<file path="src/rtl/conv_window_reader.sv">
`default_nettype none
// ============================================================================
// Module      : conv_window_reader
// Description : Read side of the CNN pixel line buffer. Consumes a raster-order
//               pixel stream and emits every fully-populated 3x3 window (no
//               padding) for the convolution stage.
// Ports       :
//   clock      in   1          rising-edge clock
//   reset      in   1          synchronous, active-high
//   in_valid   in   1          data_in carries a pixel this cycle
//   data_in    in   DATA_W     pixel, raster order (row-major)
//   win_out    out  9*DATA_W   w[r][c] at bits [(3*r+c)*DATA_W +: DATA_W],
//                              r=0 oldest row, c=0 leftmost column
//   win_valid  out  1          one-cycle pulse: win_out holds a new window
//   frame_done out  1          one-cycle pulse: last pixel of frame accepted
// Revision    : 1.0 - initial release
// ============================================================================
module conv_window_reader #(
  parameter int DATA_W = 8,
  parameter int IMG_W  = 8,
  parameter int IMG_H  = 8
) (
  input  logic                clock,
  input  logic                reset,
  input  logic                in_valid,
  input  logic [DATA_W-1:0]   data_in,
  output logic [9*DATA_W-1:0] win_out,
  output logic                win_valid,
  output logic                frame_done
);

  localparam int CW = $clog2(IMG_W);
  localparam int RW = $clog2(IMG_H);

  localparam logic [CW-1:0] C_COL_LAST = CW'(IMG_W - 1);
  localparam logic [RW-1:0] C_ROW_LAST = RW'(IMG_H - 1);
  localparam logic [CW-1:0] C_COL_TWO  = CW'(2);
  localparam logic [RW-1:0] C_ROW_TWO  = RW'(2);

  logic [CW-1:0]     r_col;
  logic [RW-1:0]     r_row;
  logic              r_win_valid;
  logic              r_frame_done;
  logic [DATA_W-1:0] r_win [0:2][0:2];

  // r_lb1 holds the previous row, r_lb0 the row before that, both by column.
  logic [DATA_W-1:0] r_lb0 [0:IMG_W-1];
  logic [DATA_W-1:0] r_lb1 [0:IMG_W-1];

  logic w_col_last;
  logic w_row_last;

  assign w_col_last = (r_col == C_COL_LAST);
  assign w_row_last = (r_row == C_ROW_LAST);

  // Counters, window shift register and output strobes.
  always_ff @(posedge clock) begin
    if (reset) begin
      r_col        <= '0;
      r_row        <= '0;
      r_win_valid  <= 1'b0;
      r_frame_done <= 1'b0;
      for (int r = 0; r < 3; r++) begin
        for (int c = 0; c < 3; c++) begin
          r_win[r][c] <= '0;
        end
      end
    end else begin
      // Columns 0/1 of each row still carry stale columns from the previous
      // row, so only positions with col>=2 and row>=2 produce a window.
      r_win_valid  <= in_valid && (r_row >= C_ROW_TWO) && (r_col >= C_COL_TWO);
      r_frame_done <= in_valid && w_row_last && w_col_last;
      if (in_valid) begin
        for (int r = 0; r < 3; r++) begin
          r_win[r][0] <= r_win[r][1];
          r_win[r][1] <= r_win[r][2];
        end
        r_win[0][2] <= r_lb0[r_col];
        r_win[1][2] <= r_lb1[r_col];
        r_win[2][2] <= data_in;

        if (w_col_last) begin
          r_col <= '0;
          r_row <= w_row_last ? '0 : r_row + RW'(1);
        end else begin
          r_col <= r_col + CW'(1);
        end
      end
    end
  end

  // Row buffers carry no reset: their content is only ever emitted once the
  // row counter proves it was written during the current frame.
  always_ff @(posedge clock) begin
    if (!reset && in_valid) begin
      r_lb0[r_col] <= r_lb1[r_col];
      r_lb1[r_col] <= data_in;
    end
  end

  for (genvar gr = 0; gr < 3; gr++) begin : g_row
    for (genvar gc = 0; gc < 3; gc++) begin : g_col
      assign win_out[(3*gr+gc)*DATA_W +: DATA_W] = r_win[gr][gc];
    end
  end

  assign win_valid  = r_win_valid;
  assign frame_done = r_frame_done;

endmodule
`default_nettype wire
</file>
<file path="config.mk">
export PLATFORM = sky130hd
export DESIGN_NAME = conv_window_reader
export DESIGN_NICKNAME = d
export VERILOG_FILES = /design/src/rtl/conv_window_reader.sv
export SDC_FILE = /design/constraint.sdc
export NUM_CORES = 1
export LEC_CHECK = 0
export CAP_MARGIN = 30
export CORE_ASPECT_RATIO = 1.75
export CORE_MARGIN = 2
export CORE_UTILIZATION = 50
export DETAILED_ROUTE_END_ITERATION = 8
export PLACE_DENSITY = 0.75
export SKIP_LAST_GASP = 1
export SLEW_MARGIN = 40
export SYNTH_ARGS = -nofsm -noshare
export SYNTH_HDL_FRONTEND = slang
export SYNTH_SLANG_ARGS = --single-unit
export TNS_END_PERCENT = 100
</file>
<file path="constraint.sdc">
create_clock -name clock -period 3.79 [get_ports clock]
set_clock_uncertainty 0.15 [all_clocks]
set_input_delay 0.9475 -clock clock [delete_from_list [all_inputs] [get_ports clock]]
set_output_delay 0.9475 -clock clock [all_outputs]
set_load 0.01 [all_outputs]
</file>
# Yosys cells after proc, flatten, opt, wreduce, memory -nomap -nowiden
# Memories as Yosys holds them, arrays and structs flattened. A register that Yosys moved wholly into a read port is not among the register bits.
# Index checks and enable logic that the tools add are counted.
[totals]
regBits = 8
ramBits = 200
in_bits = 11
output_inout_bits = 74
elab_cells = 51
memories = 3
[memory_table]
columns = ["name", "depth", "word_bits", "read_ports", "rd_ports_with_merged_regs", "wr", "line_no", "source"]
rows = [
  ["r_win", 3, 24, 3, 0, 3, "44", "logic [DATA_W-1:0] r_win [0:2][0:2];"],
  ["r_lb0", 8, 8, 1, 1, 1, "47", "logic [DATA_W-1:0] r_lb0 [0:IMG_W-1];"],
  ["r_lb1", 8, 8, 1, 1, 1, "48", "logic [DATA_W-1:0] r_lb1 [0:IMG_W-1];"],
]
[classes]
add_sub_neg = 2
magnitude_cmp = 2
n_eq_ne = 2
n_mux = 22
n_bitwise = 9
n_reduce_logical = 7
[op_table]
columns = ["op", "n"]
rows = [
  ["2-to-1 mux 8 bit", 9],
  ["2-to-1 mux 3 bit", 6],
  ["bitwise OR 1 bit", 9],
  ["2-to-1 mux 1 bit", 7],
  ["adder 3 x 1 -> 3 bit, second input constant", 2],
  ["== test 3 bit, second input constant", 2],
  ["greater-or-equal comparator 3 x 2 -> 1 bit, second input constant", 2],
  ["logical AND 1 bit", 5],
  ["AND reduction 2 bit", 1],
  ["logical NOT 1 bit", 1],
]

# Depth between registers and ports, before layout
# Gate-level depths: netlist of the first run.
[depth]
ltp_word = 4
mapped_depth = 5
ltp_nobuf = 5

# Least setup slack after synthesis of the first run
# No wires, ideal clock.
[synth_timing]
path_type = "in2reg"
startpoint = "in reset"
endpoint = "mem r_lb0[0][0] (enable)"
setup_time_ns = 0.430
t_arrival_ns = 3.046
t_required_ns = 3.210
slack_ns = 0.164
cell_stages = 4
n_path_buf = 2
path_cell_list = "buf_2 nand2b_1 buf_2 nor4_1"
[synth_between]
elab_chain_cells = 4
[synth_lines]
columns = ["item", "line_no", "source"]
rows = [
  ["start: declaration", "24", "input logic reset,"],
  ["logical NOT 1 bit", "95", "if (!reset && in_valid) begin"],
  ["logical AND 1 bit", "95", ""],
  ["2-to-1 mux 1 bit", "95", ""],
  ["2-to-1 mux 1 bit (implied by the code)", "96", "r_lb0[r_col] <= r_lb1[r_col];"],
  ["end: declaration", "47", ""],
]
# No other way between the ends.

# Worst setup path in the final report of the first run
[layout_timing]
startpoint = "in in_valid"
endpoint = "mem r_lb1[0][1] (enable)"
[layout_between]
elab_chain_cells = 3
[layout_lines]
columns = ["item", "line_no", "source"]
rows = [
  ["start: declaration", "25", "input logic in_valid,"],
  ["logical AND 1 bit", "95", ""],
  ["2-to-1 mux 1 bit", "95", ""],
  ["2-to-1 mux 1 bit (implied by the code)", "97", "r_lb1[r_col] <= data_in;"],
  ["end: declaration", "48", ""],
]
# No other way between the ends.

==> results of run 1 <==
[registers in the layout, summed over array words and instances, names as in the netlist, named ones only]
register,count
r_lb1,64
win_valid,1
r_row,3
r_win,72
frame_done,1
r_col,3
r_lb0,64
[cell usage in the layout (no fill, tap or decap), types with 2 or more instances in the layout]
master	instances
mux2i_1	35
bufinv_16	3
ha_1	6
dfxtp_2	2
nor3_1	9
mux2_1	8
mux2_2	14
a211oi_2	5
o22ai_1	10
a211oi_1	6
nor4_2	5
a22oi_1	16
clkbuf_1	2
inv_1	2
nand2_1	6
clkdlybuf4s50_1	84
clkbuf_16	19
clkinv_1	4
and3_1	9
dfxtp_1	9
buf_4	15
edfxtp_1	200
nand2b_1	4
nor3_2	6
nor2_1	12
a21oi_1	2
nor2b_1	12
clkbuf_8	3
and2_1	57
[metal layers]
layer | GRT usage | routed length (um) | up-vias
met4 | 0.0548 | 308 | 0
met3 | 0.0263 | 666 | 19
li1 | - | - | 1973
met5 | 0 | 0 | -
met1 | 0.211 | 5810 | 2142
met2 | 0.314 | 8240 | 127
[final cells by class]
cell class | count | area [sq um]
Sequential cell | 211 | 6230
Fill cell | 1122 | 6080
Multi-Input combinational cell | 230 | 1790
Clock buffer | 24 | 524
Timing Repair Buffer | 100 | 973
Clock inverter | 8 | 110
Inverter | 2 | 7.51
Tap cell | 189 | 236
[critical path, cell delays in order]
cell and delay (ns):
clkdlybuf4s50_1 0.71, nand2b_1 0.50, nor4_2 0.34, buf_4 0.32
[kinds of logic after synthesis]
| kind of cell | count (synthesis) |
|---|---|
| buf+inv | 27 |
| flops | 211 |
| fa+ha+maj | 6 |
| simple gates | 126 |
| mux | 57 |
| compound gates | 41 |
[power by group through the flow]
stage | registers (mW) | clock network [mW] | logic (mW)
floorplan | 2.77 | 0 | 0.193
global placement | 2.75 | 0 | 0.391
detailed placement | 2.76 | 0 | 0.409
CTS | 2.70 | 1.97 | 0.410
global route | 2.71 | 2.06 | 0.434
finish | 2.70 | 1.94 | 0.403
[worst min-delay path by stage]
stage / start / end / slack, ns
3_3_place_gp: r_row[2] / r_row[2] / 0.32
4_1_cts: r_row[2] / r_row[2] / 0.33
6_report: r_row[2] / r_row[2] / 0.33
3_5_place_dp: r_row[2] / r_row[2] / 0.32
5_1_grt: r_row[2] / r_row[2] / 0.38
2_1_floorplan: r_row[2] / r_row[2] / 0.30
[stage by stage]
step,hold WS [ns],worst slack [ns],utilization
2_1_floorplan,0.304,0.164,-
3_3_place_gp,0.317,0.674,0.578
3_5_place_dp,0.321,0.552,0.579
4_1_cts,0.330,1.01,0.619
5_1_grt,0.377,0.847,0.619
6_report,0.329,0.962,0.619
==> flow_metrics.env, run 1 <==
export IMPL_vias=4261
export IMPL_initial_core_util=0.511
export IMPL_clock_latency_ns=0.48
export IMPL_core_sq_um=16000
export IMPL_wl_um=15000
export IMPL_run_status="complete, no violations"
export IMPL_path_class="input pin to register"
export IMPL_viasPerCell=5.58
export IMPL_clock_sinks=211
export IMPL_fin_tns_setup_ns=0
export IMPL_netlist_instances=468
export IMPL_dieArea_sq_um=17400
export IMPL_avgSynthCellArea_sq_um=17.4
export IMPL_dr_pass1_iters=5
export IMPL_p_seq_frac=0.536
export IMPL_yosys_top_cells_area="edfxtp_1 74%, and2_1 4.4%, mux2i_1 4.3%"
export IMPL_ir_drop_v=0.000292
export IMPL_cts_made_buffers=18
export IMPL_drc=0
export IMPL_clockRootBuffer="clkbuf_16"
export IMPL_holdPathStages=2
export IMPL_powerDensity_nw_per_um2=511
export IMPL_synth_most_common_cell="edfxtp_1"
export IMPL_final_area_sq_um=9870
export IMPL_grt_max_degree=66
export IMPL_synth_top_cell_area_share=0.737
export IMPL_swShare=0.203
export IMPL_worst_pin_slew_ns=0.755
export IMPL_port_buffers=84
export IMPL_track_usage=0.174
export IMPL_ctsResizeCount=0
export IMPL_clkTransAtPathRegs_ns=0.06
export IMPL_p_leak_nw=3.40
export IMPL_clockPowerShare=0.385
export IMPL_hold_class="register to register"
export IMPL_grt_pass1_wl_um=23500
export IMPL_hold_buffers=0
export IMPL_power_switching_mw=1.02
export IMPL_power_internal_mw=4.02
export IMPL_cts_htree_levels=1
export IMPL_dp_hpwl_um=10200
export IMPL_grt_ovfl_total=0
export IMPL_area_growth_syn_to_layout_pct=21.1
export IMPL_tritoncts="built"
export IMPL_antenna_found_initial=0
export IMPL_dieWidth_um=100
export IMPL_setup_worst_path_end="r_lb1[0][1]"
export IMPL_num_rows=61
export IMPL_finalCriticalPeriod_ns=2.83
export IMPL_netlist_top_cell_by_area="edfxtp_1"
export IMPL_drive_above_1_share=0.136
export IMPL_start_kind="input pin"
export IMPL_fmax_mhz=354
export IMPL_drtAntennaViolNets=0
export IMPL_post_route_period_util=0.746
export IMPL_synth_simple_area_share=0.0918
export IMPL_synth_cell_types=32
export IMPL_synth_area_sq_um=8150
export IMPL_drtIter0Drc=409
export IMPL_seq_area_frac_synth=0.764
export IMPL_die_height_um=173
export IMPL_crit_arrival_ns=2.83
export IMPL_rr_endpoint="r_win[0][3]"
export IMPL_synthTopCellsByCount="200 x edfxtp_1, 57 x and2_1, 35 x mux2i_1"
export IMPL_synth_xor_area_frac=0
export IMPL_p_comb_frac=0.080
export IMPL_hold_viol=0
export IMPL_async_reset_ff_frac=0
export IMPL_muxShareOfSynthArea=0.0734
export IMPL_nets=580
export IMPL_end_kind="register"
export IMPL_ys_warn_count=0
export IMPL_setup_violations=0
export IMPL_crit_start="in_valid"
export IMPL_io_pins=85
export IMPL_slew_viol_final=0
export IMPL_post_cts_buffers=0
export IMPL_rsz0062_at_grt="no"
export IMPL_cp_required_ns=3.80
export IMPL_crit_fanout=16
export IMPL_synth_top_family_by_area="simple AND/OR/NAND/NOR gates"
export IMPL_dp_cells=732
export IMPL_synth_edff_count=200
export IMPL_synthAdderAreaFrac=0.00921
export IMPL_relSlewSlack=0.496
export IMPL_gp_congestion=0.813
export IMPL_synthesis_nets=485
export IMPL_drv_cap=0
export IMPL_antenna_cells=0
export IMPL_clock_tree_buffer_depth=3
export IMPL_reg2reg_slack_ns=1.55
export IMPL_grt_pass1_vias=4359
export IMPL_p_total_mw=5.05
export IMPL_yosys_register_bits=211
export IMPL_wl_per_cell_um=19.7
export IMPL_synth_compound_area_frac=0.0395
export IMPL_placed_area_sq_um=9230
export IMPL_yosys_most_used_dff="edfxtp_1"
export IMPL_stdcell_count=764
export IMPL_worst_r2r_path_depth=4
(Power assumes the default switching activity.)
==> run 2, diff against run 1 <==
Settings changed: PLACE_DENSITY 0.75 to 0.72.
Clock period 3.79 ns to 2.8 ns, I/O delays scaled along.
==> run 2 against run 1 <==
Cell count grew 0.92%. Sequential power grew 35%. Non-clock buffer count grew 6. Core utilization grew 0.75 points. Design area grew 1.2%. Power grew 35%. Setup slack lost 0.44 ns. Combinational power grew 40%. Critical path depth shrank 3. First-iteration DRC count shrank 27%.
==> flow_metrics.env, run 2 (synthesis gave the netlist of run 1 again) <==
export IMPL_clockPowerShare=0.380
export IMPL_ctsResizeCount=0
export IMPL_p_total_mw=6.80
export IMPL_cts_made_buffers=19
export IMPL_fin_tns_setup_ns=0
export IMPL_antenna_found_initial=0
export IMPL_worst_pin_slew_ns=0.877
export IMPL_gp_congestion=0.825
export IMPL_clock_sinks=211
export IMPL_worst_r2r_path_depth=3
export IMPL_dr_pass1_iters=4
export IMPL_die_height_um=173
export IMPL_cp_required_ns=1.95
export IMPL_p_comb_frac=0.083
export IMPL_drc=0
export IMPL_nets=587
export IMPL_final_common_cell="edfxtp_1"
export IMPL_crit_fanout=2
export IMPL_grt_ovfl_total=0
export IMPL_regMostFlops="r_win"
export IMPL_post_route_period_util=0.812
export IMPL_finalCriticalPeriod_ns=2.27
export IMPL_powerDensity_nw_per_um2=681
export IMPL_relSlewSlack=0.411
export IMPL_num_rows=61
export IMPL_drv_cap=0
export IMPL_rr_endpoint="r_lb0[7][7]"
export IMPL_clock_latency_ns=0.47
export IMPL_dieWidth_um=100
export IMPL_wl_per_cell_um=19.7
export IMPL_final_area_sq_um=9990
export IMPL_tritoncts="built"
export IMPL_hold_viol=0
export IMPL_hold_class="register to register"
export IMPL_reg2reg_slack_ns=0.59
export IMPL_max_stage_delay_ns=0.56
export IMPL_path_class="register to output port"
export IMPL_stdcell_count=771
export IMPL_dp_hpwl_um=10000
export IMPL_clkTransAtPathRegs_ns=0.07
export IMPL_area_growth_syn_to_layout_pct=22.6
export IMPL_power_switching_mw=1.40
export IMPL_io_pins=85
export IMPL_crit_family="buffers and inverters"
export IMPL_slew_viol_final=0
export IMPL_start_kind="register"
export IMPL_crit_arrival_ns=1.42
export IMPL_track_usage=0.179
export IMPL_power_internal_mw=5.40
export IMPL_largest_reg_flops=72
export IMPL_setup_violations=0
export IMPL_end_kind="output port"
export IMPL_grt_max_degree=66
export IMPL_hold_buffers=0
export IMPL_core_sq_um=16000
export IMPL_crit_buf_inv=1
export IMPL_rsz0062_at_grt="no"
export IMPL_drive_above_1_share=0.148
export IMPL_utilization=0.626
export IMPL_post_place_ws_ns=0.258
export IMPL_path_cells="clkdlybuf4s50_1"
export IMPL_clockRootBuffer="clkbuf_16"
export IMPL_placed_area_sq_um=9360
export IMPL_slowest_stage="clkdlybuf4s50_1"
export IMPL_drtAntennaViolNets=0
export IMPL_clock_tree_buffer_depth=3
export IMPL_vias=4273
export IMPL_setup_ws_ns=0.527
export IMPL_cts_htree_levels=1
export IMPL_run_status="complete, no violations"
export IMPL_p_seq_frac=0.537
export IMPL_drtIter0Drc=300
export IMPL_dp_cells=738
export IMPL_hold_slack_ns=0.346
export IMPL_min_delay_start="r_row[2]"
export IMPL_viasPerCell=5.54
export IMPL_holdPathStages=2
export IMPL_grt_pass1_vias=4524
export IMPL_post_cts_buffers=0
export IMPL_port_buffers=84
export IMPL_dieArea_sq_um=17400
export IMPL_wl_um=15200
export IMPL_antenna_cells=0
export IMPL_p_leak_nw=3.45
export IMPL_reg_top3="r_win: 72 flops, r_lb0: 64 flops, r_lb1: 64 flops"
export IMPL_grt_pass1_wl_um=23800
export IMPL_swShare=0.206
export IMPL_fmax_mhz=440
export IMPL_ir_drop_v=0.000537
export IMPL_hold_path_end="r_row[2]"
export IMPL_final_cell_mix="200 x edfxtp_1, 84 x clkdlybuf4s50_1, 57 x and2_1"
export IMPL_initial_core_util=0.511
==> run 2: power groups by stage <==
| stage | Sequential (mW) | Clock (mW) | Combinational [mW] |
|---|---|---|---|
| after global placement | 3.72 | 0 | 0.548 |
| after detailed placement | 3.72 | 0 | 0.567 |
| after global routing | 3.66 | 2.75 | 0.605 |
| after CTS | 3.65 | 2.64 | 0.570 |
| after floorplan | 3.75 | 0 | 0.262 |
| final | 3.65 | 2.59 | 0.563 |
==> run 2: worst max path at each step <==
stage	cells after the start	end	startpoint	slack [ns]
floorplan	4	r_lb0[1][0]	reset	-0.16
global placement	4	r_win[0][10]	in_valid	0.28
detailed placement	4	r_win[0][8]	in_valid	0.26
CTS	1	win_out[40]	r_win[0][24]	0.50
global route	1	win_out[20]	r_win[0][4]	0.48
finish	1	win_out[40]	r_win[0][24]	0.53
==> run 2: area by class of cell <==
cell class,instances,area [sq um]
Clock buffer,23,490
Clock inverter,10,134
Fill cell,1127,5960
Inverter,2,7.51
Multi-Input combinational cell,230,1800
Sequential cell,211,6230
Tap cell,189,236
Timing Repair Buffer,106,1090
==> run 2: layer usage <==
layer,vias up,share of wire,track usage
met5,-,0,0
met4,0,0.029,0.0719
met3,32,0.042,0.0271
met2,116,0.54,0.327
met1,2138,0.39,0.205
li1,1987,-,-
